`src/rtl/rs_mul_sched.sv`:
```
// Reservation station and oldest-ready issue scheduler for the single-cycle multiplier.
// Define MUL_RS_CDB_BYPASS_EN to make a same-cycle CDB wakeup eligible and forward its data into issue.
`timescale 1ns/1ps
module rs_mul_sched #(
  parameter int unsigned RS_ENT_NUM = 4,
  parameter int unsigned TAG_WIDTH  = 6,
  parameter int unsigned DATA_WIDTH = 32
) (
  input  logic                  clk,
  input  logic                  rst_n,
  input  logic                  i_flush,
  input  logic                  i_dp_vld,
  output logic                  o_dp_rdy,
  input  logic                  i_dp_signed1,
  input  logic                  i_dp_signed2,
  input  logic                  i_dp_sel_high,
  input  logic [TAG_WIDTH-1:0]  i_dp_rob_tag,
  input  logic [DATA_WIDTH-1:0] i_dp_src1,
  input  logic                  i_dp_src1_rdy,
  input  logic [TAG_WIDTH-1:0]  i_dp_src1_tag,
  input  logic [DATA_WIDTH-1:0] i_dp_src2,
  input  logic                  i_dp_src2_rdy,
  input  logic [TAG_WIDTH-1:0]  i_dp_src2_tag,
  input  logic                  i_cdb_vld,
  input  logic [TAG_WIDTH-1:0]  i_cdb_tag,
  input  logic [DATA_WIDTH-1:0] i_cdb_data,
  input  logic                  i_exu_busy,
  output logic                  o_is_vld,
  output logic                  o_is_signed1,
  output logic                  o_is_signed2,
  output logic                  o_is_sel_high,
  output logic [DATA_WIDTH-1:0] o_is_src1,
  output logic [DATA_WIDTH-1:0] o_is_src2,
  output logic [TAG_WIDTH-1:0]  o_is_rob_tag,
  output logic                  o_wb_vld,
  output logic [TAG_WIDTH-1:0]  o_wb_rob_tag
);

  typedef struct packed {
    logic                  signed1;
    logic                  signed2;
    logic                  sel_high;
    logic [TAG_WIDTH-1:0]  rob_tag;
    logic                  src1_rdy;
    logic [TAG_WIDTH-1:0]  src1_tag;
    logic [DATA_WIDTH-1:0] src1;
    logic                  src2_rdy;
    logic [TAG_WIDTH-1:0]  src2_tag;
    logic [DATA_WIDTH-1:0] src2;
  } ent_t;

  ent_t                  ent_q   [RS_ENT_NUM];
  logic [RS_ENT_NUM-1:0] vld_q;
  logic [RS_ENT_NUM-1:0] older_q [RS_ENT_NUM];  // older_q[i][j]: entry j is older than entry i

  logic [RS_ENT_NUM-1:0] wake1_c, wake2_c, rdy1_c, rdy2_c;
  logic [RS_ENT_NUM-1:0] elig_c, sel_c, alloc_c, vld_nxt_c;
  logic                  dp_acc_c, alloc_found_c;
  ent_t                  dp_ent_c;
  logic                  is_s1_c, is_s2_c, is_sh_c;
  logic [DATA_WIDTH-1:0] is_src1_c, is_src2_c;
  logic [TAG_WIDTH-1:0]  is_tag_c;

  // CDB wakeup and oldest-eligible select
  always_comb begin
    wake1_c = '0;
    wake2_c = '0;
    rdy1_c  = '0;
    rdy2_c  = '0;
    sel_c   = '0;
    for (int i = 0; i < RS_ENT_NUM; i++) begin
      wake1_c[i] = i_cdb_vld && !ent_q[i].src1_rdy && (ent_q[i].src1_tag == i_cdb_tag);
      wake2_c[i] = i_cdb_vld && !ent_q[i].src2_rdy && (ent_q[i].src2_tag == i_cdb_tag);
`ifdef MUL_RS_CDB_BYPASS_EN
      rdy1_c[i]  = ent_q[i].src1_rdy || wake1_c[i];
      rdy2_c[i]  = ent_q[i].src2_rdy || wake2_c[i];
`else
      rdy1_c[i]  = ent_q[i].src1_rdy;
      rdy2_c[i]  = ent_q[i].src2_rdy;
`endif
    end
    elig_c = vld_q & rdy1_c & rdy2_c & {RS_ENT_NUM{!i_exu_busy && !i_flush}};
    for (int i = 0; i < RS_ENT_NUM; i++)
      sel_c[i] = elig_c[i] && ((older_q[i] & elig_c) == '0);
  end

  // Issue payload mux from the one-hot select
  always_comb begin
    is_s1_c   = 1'b0;
    is_s2_c   = 1'b0;
    is_sh_c   = 1'b0;
    is_src1_c = '0;
    is_src2_c = '0;
    is_tag_c  = '0;
    for (int i = 0; i < RS_ENT_NUM; i++) begin
      if (sel_c[i]) begin
        is_s1_c   = ent_q[i].signed1;
        is_s2_c   = ent_q[i].signed2;
        is_sh_c   = ent_q[i].sel_high;
        is_tag_c  = ent_q[i].rob_tag;
        is_src1_c = ent_q[i].src1;
        is_src2_c = ent_q[i].src2;
`ifdef MUL_RS_CDB_BYPASS_EN
        if (wake1_c[i]) is_src1_c = i_cdb_data;
        if (wake2_c[i]) is_src2_c = i_cdb_data;
`endif
      end
    end
  end

  // Dispatch: lowest free entry, capturing a same-cycle CDB broadcast
  always_comb begin
    alloc_c       = '0;
    alloc_found_c = 1'b0;
    dp_acc_c      = i_dp_vld && o_dp_rdy && !i_flush;
    for (int i = 0; i < RS_ENT_NUM; i++) begin
      if (dp_acc_c && !vld_q[i] && !alloc_found_c) begin
        alloc_c[i]    = 1'b1;
        alloc_found_c = 1'b1;
      end
    end
    dp_ent_c.signed1  = i_dp_signed1;
    dp_ent_c.signed2  = i_dp_signed2;
    dp_ent_c.sel_high = i_dp_sel_high;
    dp_ent_c.rob_tag  = i_dp_rob_tag;
    dp_ent_c.src1_rdy = i_dp_src1_rdy;
    dp_ent_c.src1_tag = i_dp_src1_tag;
    dp_ent_c.src1     = i_dp_src1;
    dp_ent_c.src2_rdy = i_dp_src2_rdy;
    dp_ent_c.src2_tag = i_dp_src2_tag;
    dp_ent_c.src2     = i_dp_src2;
    if (!i_dp_src1_rdy && i_cdb_vld && (i_dp_src1_tag == i_cdb_tag)) begin
      dp_ent_c.src1_rdy = 1'b1;
      dp_ent_c.src1     = i_cdb_data;
    end
    if (!i_dp_src2_rdy && i_cdb_vld && (i_dp_src2_tag == i_cdb_tag)) begin
      dp_ent_c.src2_rdy = 1'b1;
      dp_ent_c.src2     = i_cdb_data;
    end
    vld_nxt_c = i_flush ? '0 : ((vld_q & ~sel_c) | alloc_c);
  end

  // Entry storage, age matrix and free-slot flag
  always_ff @(posedge clk or negedge rst_n) begin
    if (!rst_n) begin
      vld_q    <= '0;
      o_dp_rdy <= 1'b1;
      for (int i = 0; i < RS_ENT_NUM; i++) begin
        ent_q[i]   <= '0;
        older_q[i] <= '0;
      end
    end else begin
      vld_q    <= vld_nxt_c;
      o_dp_rdy <= ~&vld_nxt_c;
      for (int i = 0; i < RS_ENT_NUM; i++) begin
        if (alloc_c[i]) begin
          ent_q[i] <= dp_ent_c;
        end else begin
          if (wake1_c[i]) begin
            ent_q[i].src1     <= i_cdb_data;
            ent_q[i].src1_rdy <= 1'b1;
          end
          if (wake2_c[i]) begin
            ent_q[i].src2     <= i_cdb_data;
            ent_q[i].src2_rdy <= 1'b1;
          end
        end
        for (int j = 0; j < RS_ENT_NUM; j++) begin
          if (alloc_c[i])      older_q[i][j] <= vld_q[j];
          else if (alloc_c[j]) older_q[i][j] <= 1'b0;
        end
      end
    end
  end

  // Issue port and completion, one cycle behind issue
  always_ff @(posedge clk or negedge rst_n) begin
    if (!rst_n) begin
      o_is_vld      <= 1'b0;
      o_is_signed1  <= 1'b0;
      o_is_signed2  <= 1'b0;
      o_is_sel_high <= 1'b0;
      o_is_src1     <= '0;
      o_is_src2     <= '0;
      o_is_rob_tag  <= '0;
      o_wb_vld      <= 1'b0;
      o_wb_rob_tag  <= '0;
    end else begin
      o_is_vld <= |sel_c;
      if (|sel_c) begin
        o_is_signed1  <= is_s1_c;
        o_is_signed2  <= is_s2_c;
        o_is_sel_high <= is_sh_c;
        o_is_src1     <= is_src1_c;
        o_is_src2     <= is_src2_c;
        o_is_rob_tag  <= is_tag_c;
      end
      o_wb_vld     <= o_is_vld && !i_flush;
      o_wb_rob_tag <= o_is_rob_tag;
    end
  end

endmodule
```
`config.mk`:
```
export PLATFORM = sky130hd
export DESIGN_NAME = rs_mul_sched
export DESIGN_NICKNAME = d
export VERILOG_FILES = /design/src/rtl/rs_mul_sched.sv
export SDC_FILE = /design/constraint.sdc
export NUM_CORES = 1
export LEC_CHECK = 0
export ABC_AREA = 1
export CAP_MARGIN = 25
export CORE_MARGIN = 4
export CORE_UTILIZATION = 35
export CTS_BUF_LIST = sky130_fd_sc_hd__clkbuf_16
export CTS_CLUSTER_DIAMETER = 30
export DETAILED_ROUTE_END_ITERATION = 6
export PLACE_DENSITY_LB_ADDON = 0.25
export SYNTH_ARGS = -nofsm -noshare
export SYNTH_HDL_FRONTEND = slang
export SYNTH_SLANG_ARGS = --single-unit
```
`constraint.sdc`:
```
create_clock -name clk -period 3.4 [get_ports clk]
set_input_delay 0.68 -clock clk [delete_from_list [all_inputs] [get_ports clk]]
set_output_delay 0.68 -clock clk [all_outputs]
set_load 0.01 [all_outputs]
```
==> impl_metrics.xml <==
<?xml version="1.0" encoding="UTF-8"?>
<metrics>
  <group name="outcome">
    <metric name="run_status" unit="">finished, final reports clean</metric>
  </group>
  <group name="die">
    <metric name="die_area" unit="µm²">77770</metric>
    <metric name="die_width" unit="µm">278.9</metric>
    <metric name="rows" unit="">99</metric>
    <metric name="dieHeight" unit="µm">278.9</metric>
    <metric name="core_area" unit="µm²">72830</metric>
    <metric name="top_level_ports" unit="">213</metric>
    <metric name="initial_utilization" unit="">0.3526</metric>
  </group>
  <group name="timing">
    <metric name="hold_violations" unit="">0</metric>
    <metric name="clock-skew-final" unit="ns">0.02681</metric>
    <metric name="max_freq" unit="GHz">0.4006</metric>
    <metric name="finalSetupTns" unit="ns">0</metric>
    <metric name="finalSetupViolations" unit="">0</metric>
    <metric name="relSlewSlack" unit="">0.5537</metric>
    <metric name="setup_repair_after_global_routing_missed_its_margin" unit="">no</metric>
    <metric name="post-route-min-period" unit="ns">2.496</metric>
    <metric name="maxSlewViolCount" unit="">0</metric>
    <metric name="timing.final.crit_share" unit="">0.7342</metric>
    <metric name="timing_worst_slew_pin_value" unit="ns">0.6695</metric>
  </group>
  <group name="cts">
    <metric name="cts_hold_repair.buffers" unit="">1</metric>
    <metric name="tritoncts" unit="">yes</metric>
    <metric name="clock_tree.buffer_depth" unit="">3</metric>
    <metric name="post-cts-setup-buffers" unit="">0</metric>
    <metric name="cts_root_buf" unit="">sky130_fd_sc_hd__clkbuf_16</metric>
    <metric name="inserted_clock_buffers" unit="">131</metric>
    <metric name="cts_resized" unit="">0</metric>
    <metric name="worst_setup_hold_path_clk_slew" unit="ns">0.04</metric>
    <metric name="cts_sinks" unit="">450</metric>
    <metric name="latest_clock_arrival_within_the_worst_skew_pair" unit="ns">0.71</metric>
    <metric name="cts_max_level" unit="">4</metric>
  </group>
  <group name="worst_setup_path">
    <metric name="worstSetupStartpointType" unit="">register</metric>
    <metric name="timing.critical_path.arrival" unit="ns">1.82</metric>
    <metric name="worstSetupPathType" unit="">register to output pin</metric>
    <metric name="critPathSlowestCell" unit="">sky130_fd_sc_hd__dfstp_2</metric>
    <metric name="setup.worst_path.end_class" unit="">output pin</metric>
    <metric name="critical_path.n_buffers_inverters" unit="">1</metric>
    <metric name="path_max_fanout" unit="">2</metric>
    <metric name="worst_r2r_startpoint" unit="">vld_q[0]</metric>
    <metric name="cells_along_the_critical_path" unit="">clkdlybuf4s50_1</metric>
    <metric name="worst_path_dominant_cell_family" unit="">flip-flops</metric>
    <metric name="max_stage_delay" unit="ns">0.57</metric>
    <metric name="crit_path_start" unit="">o_dp_rdy</metric>
    <metric name="cp_data_required_time" unit="ns">2.72</metric>
  </group>
  <group name="pwr">
    <metric name="pwr_per_cell_area" unit="nW/µm²">716.3</metric>
    <metric name="leakage" unit="nW">16.85</metric>
    <metric name="ir_drop" unit="µV">495.1</metric>
  </group>
  <group name="cells_and_area">
    <metric name="drive_above_1_share" unit="">0.1256</metric>
    <metric name="most-common-layout-cells" unit="">937 x sky130_fd_sc_hd__nand2_1, 884 x sky130_fd_sc_hd__nand3_1, 468 x sky130_fd_sc_hd__inv_1</metric>
    <metric name="antenna-diode-count" unit="">0</metric>
    <metric name="areaGrowthSynthToFinish" unit="%">30.72</metric>
    <metric name="layout.cells.most_common" unit="">sky130_fd_sc_hd__nand2_1</metric>
    <metric name="num-nets-final" unit="">3930</metric>
    <metric name="finish.cell_count_without_fillers" unit="">4860</metric>
  </group>
  <group name="synth">
    <metric name="post_synth_instance_area" unit="µm²">25680</metric>
    <metric name="netlist_instances" unit="">3584</metric>
    <metric name="synth-seq-area-share" unit="">0.4386</metric>
    <metric name="postSynthNetCount" unit="">3715</metric>
    <metric name="synth-seq-cells" unit="">450</metric>
    <metric name="netlist-cell-type-count" unit="">41</metric>
    <metric name="post_synth.cell_area_avg" unit="µm²">7.165</metric>
    <metric name="yosys_warnings" unit="">0</metric>
  </group>
  <group name="global_route">
    <metric name="grt_pass1_wl" unit="µm">159500</metric>
    <metric name="gr-usage-all-layers" unit="">0.2672</metric>
    <metric name="initial_antenna_violation_count" unit="">0</metric>
    <metric name="global_route.overflow_total" unit="">0</metric>
    <metric name="number_of_global_route_vias_before_repair" unit="">25967</metric>
    <metric name="grt_start_max_net_pins" unit="">117</metric>
  </group>
  <group name="placement">
    <metric name="buffer_ports.inserted" unit="">212</metric>
    <metric name="detailed_place_hpwl" unit="µm">63530</metric>
    <metric name="cell_count_post_placement" unit="">4624</metric>
    <metric name="routabilityCongestion" unit="">0.8833</metric>
  </group>
  <group name="detailed_routing">
    <metric name="post_drt_via_cell_ratio" unit="">5.355</metric>
    <metric name="drtIter0Drc" unit="">2847</metric>
    <metric name="post-route-drc-count" unit="">0</metric>
    <metric name="routed_wirelength" unit="µm">105200</metric>
    <metric name="dr_wl_met2" unit="µm">48100</metric>
    <metric name="top_layer" unit="">met4</metric>
    <metric name="met1_length" unit="µm">43180</metric>
    <metric name="dr_total_vias" unit="">26023</metric>
    <metric name="routed-wl-met3" unit="µm">10140</metric>
    <metric name="drt_pass1_iterations" unit="">6</metric>
    <metric name="routed_len_inst" unit="µm">21.65</metric>
    <metric name="ant_nets" unit="">0</metric>
  </group>
  <group name="hold_path">
    <metric name="hold_class" unit="">register to register</metric>
    <metric name="hold_start" unit="">o_is_rob_tag[4]</metric>
  </group>
  <group name="job">
    <metric name="number_of_maximum_capacitance_constraint_violations" unit="">0</metric>
  </group>
</metrics>
-- registers in the layout, summed over array words and instances, names as in the netlist --
register and cells:
ent_q 348, o_dp_rdy 1, o_is_rob_tag 6, o_is_sel_high 1, o_is_signed1 1, o_is_signed2 1, o_is_src1 32, o_is_src2 32
o_is_vld 1, o_wb_rob_tag 6, o_wb_vld 1, older_q 16, vld_q 4
-- per-stage QoR --
| stage | cell area (µm²) | worst slack (ns) | total power, mW | utilization | hold slack, ns |
|---|---|---|---|---|---|
| 2_1_floorplan | 25680 | 1.283 | 10.28 | - | 0.3844 |
| 3_3_place_gp | 29410 | 0.2562 | 12.62 | 0.4037 | 0.3914 |
| 3_5_place_dp | 29410 | 0.2267 | 12.68 | 0.4037 | 0.3964 |
| 4_1_cts | 33570 | 0.8558 | 24.21 | 0.4609 | 0.4026 |
| 5_1_grt | 33570 | 0.7479 | 25.23 | 0.4609 | 0.4110 |
| 6_report | 33570 | 0.9037 | 24.04 | 0.4609 | 0.3982 |
-- layer usage --
| layer | track usage | vias to the layer above |
|---|---|---|
| met5 | 0 | - |
| met4 | 0.1048 | 0 |
| met3 | 0.06037 | 244 |
| met2 | 0.4248 | 1356 |
| met1 | 0.3559 | 12374 |
| li1 | - | 12049 |
-- cells in the mapped netlist, drive strengths merged --
cell type	number	area share
nand2	968	0.14
nand3	890	0.17
inv	466	0.068
dfrtp	449	0.44
buf	140	0.031
o21ai	134	0.026
nor2	129	0.021
or2	107	0.026
clkbuf	100	0.015
nand4	72	0.018
o211ai	64	0.019
o22ai	20	0.0049
nor3	12	0.0030
xor2	12	0.0041
a21oi	7	0.0014
xnor2	4	0.0014
nand3b	2	0.0011
nor3b	2	0.00058
a211oi	1	0.00029
dfstp	1	0.0010
nor4	1	0.00024
nor4b	1	0.00058
o2111ai	1	0.00034
o211a	1	0.00039
-- path summary, 6_finish.rpt --
kind                                        end  slack, ns  cells after the start
worst max-delay path                   o_dp_rdy       0.90                      1
worst min-delay path            o_wb_rob_tag[4]       0.40                      0
worst max register to register    o_is_src1[16]       1.10                     12
worst min register to register  o_wb_rob_tag[4]       0.40                      0
max in group asynchronous             ent_q[36]       1.88                      3
min in group asynchronous         o_is_src1[27]       0.59                      2
-- final cells by class --
cell class	count	area, µm²
Fill cell	7306	39270
Multi-Input combinational cell	2428	11610
Sequential cell	450	11260
Timing Repair Buffer	322	3593
Clock buffer	136	3403
Inverter	466	1755
Tap cell	959	1200
Clock inverter	99	748.2
-- power by group --
group	switching, mW	internal [mW]	total (mW)
clock network	3.56	7.85	11.4
registers	1.02	7.07	8.09
logic	2.42	2.12	4.54
total	7.00	17.0	24.0
-- cells by family (layout without fill, tap and decap cells) --
| family | count (synthesis) | after routing | synth area share |
|---|---|---|---|
| AO/OA/AOI/OAI | 228 | 228 | 0.05223 |
| XOR/XNOR | 16 | 16 | 0.005457 |
| buffers and inverters | 706 | 1023 | 0.1137 |
| flip-flops | 450 | 450 | 0.4386 |
| AND/OR/NAND/NOR | 2184 | 2184 | 0.3901 |
Power figures use the tool's default switching activity.
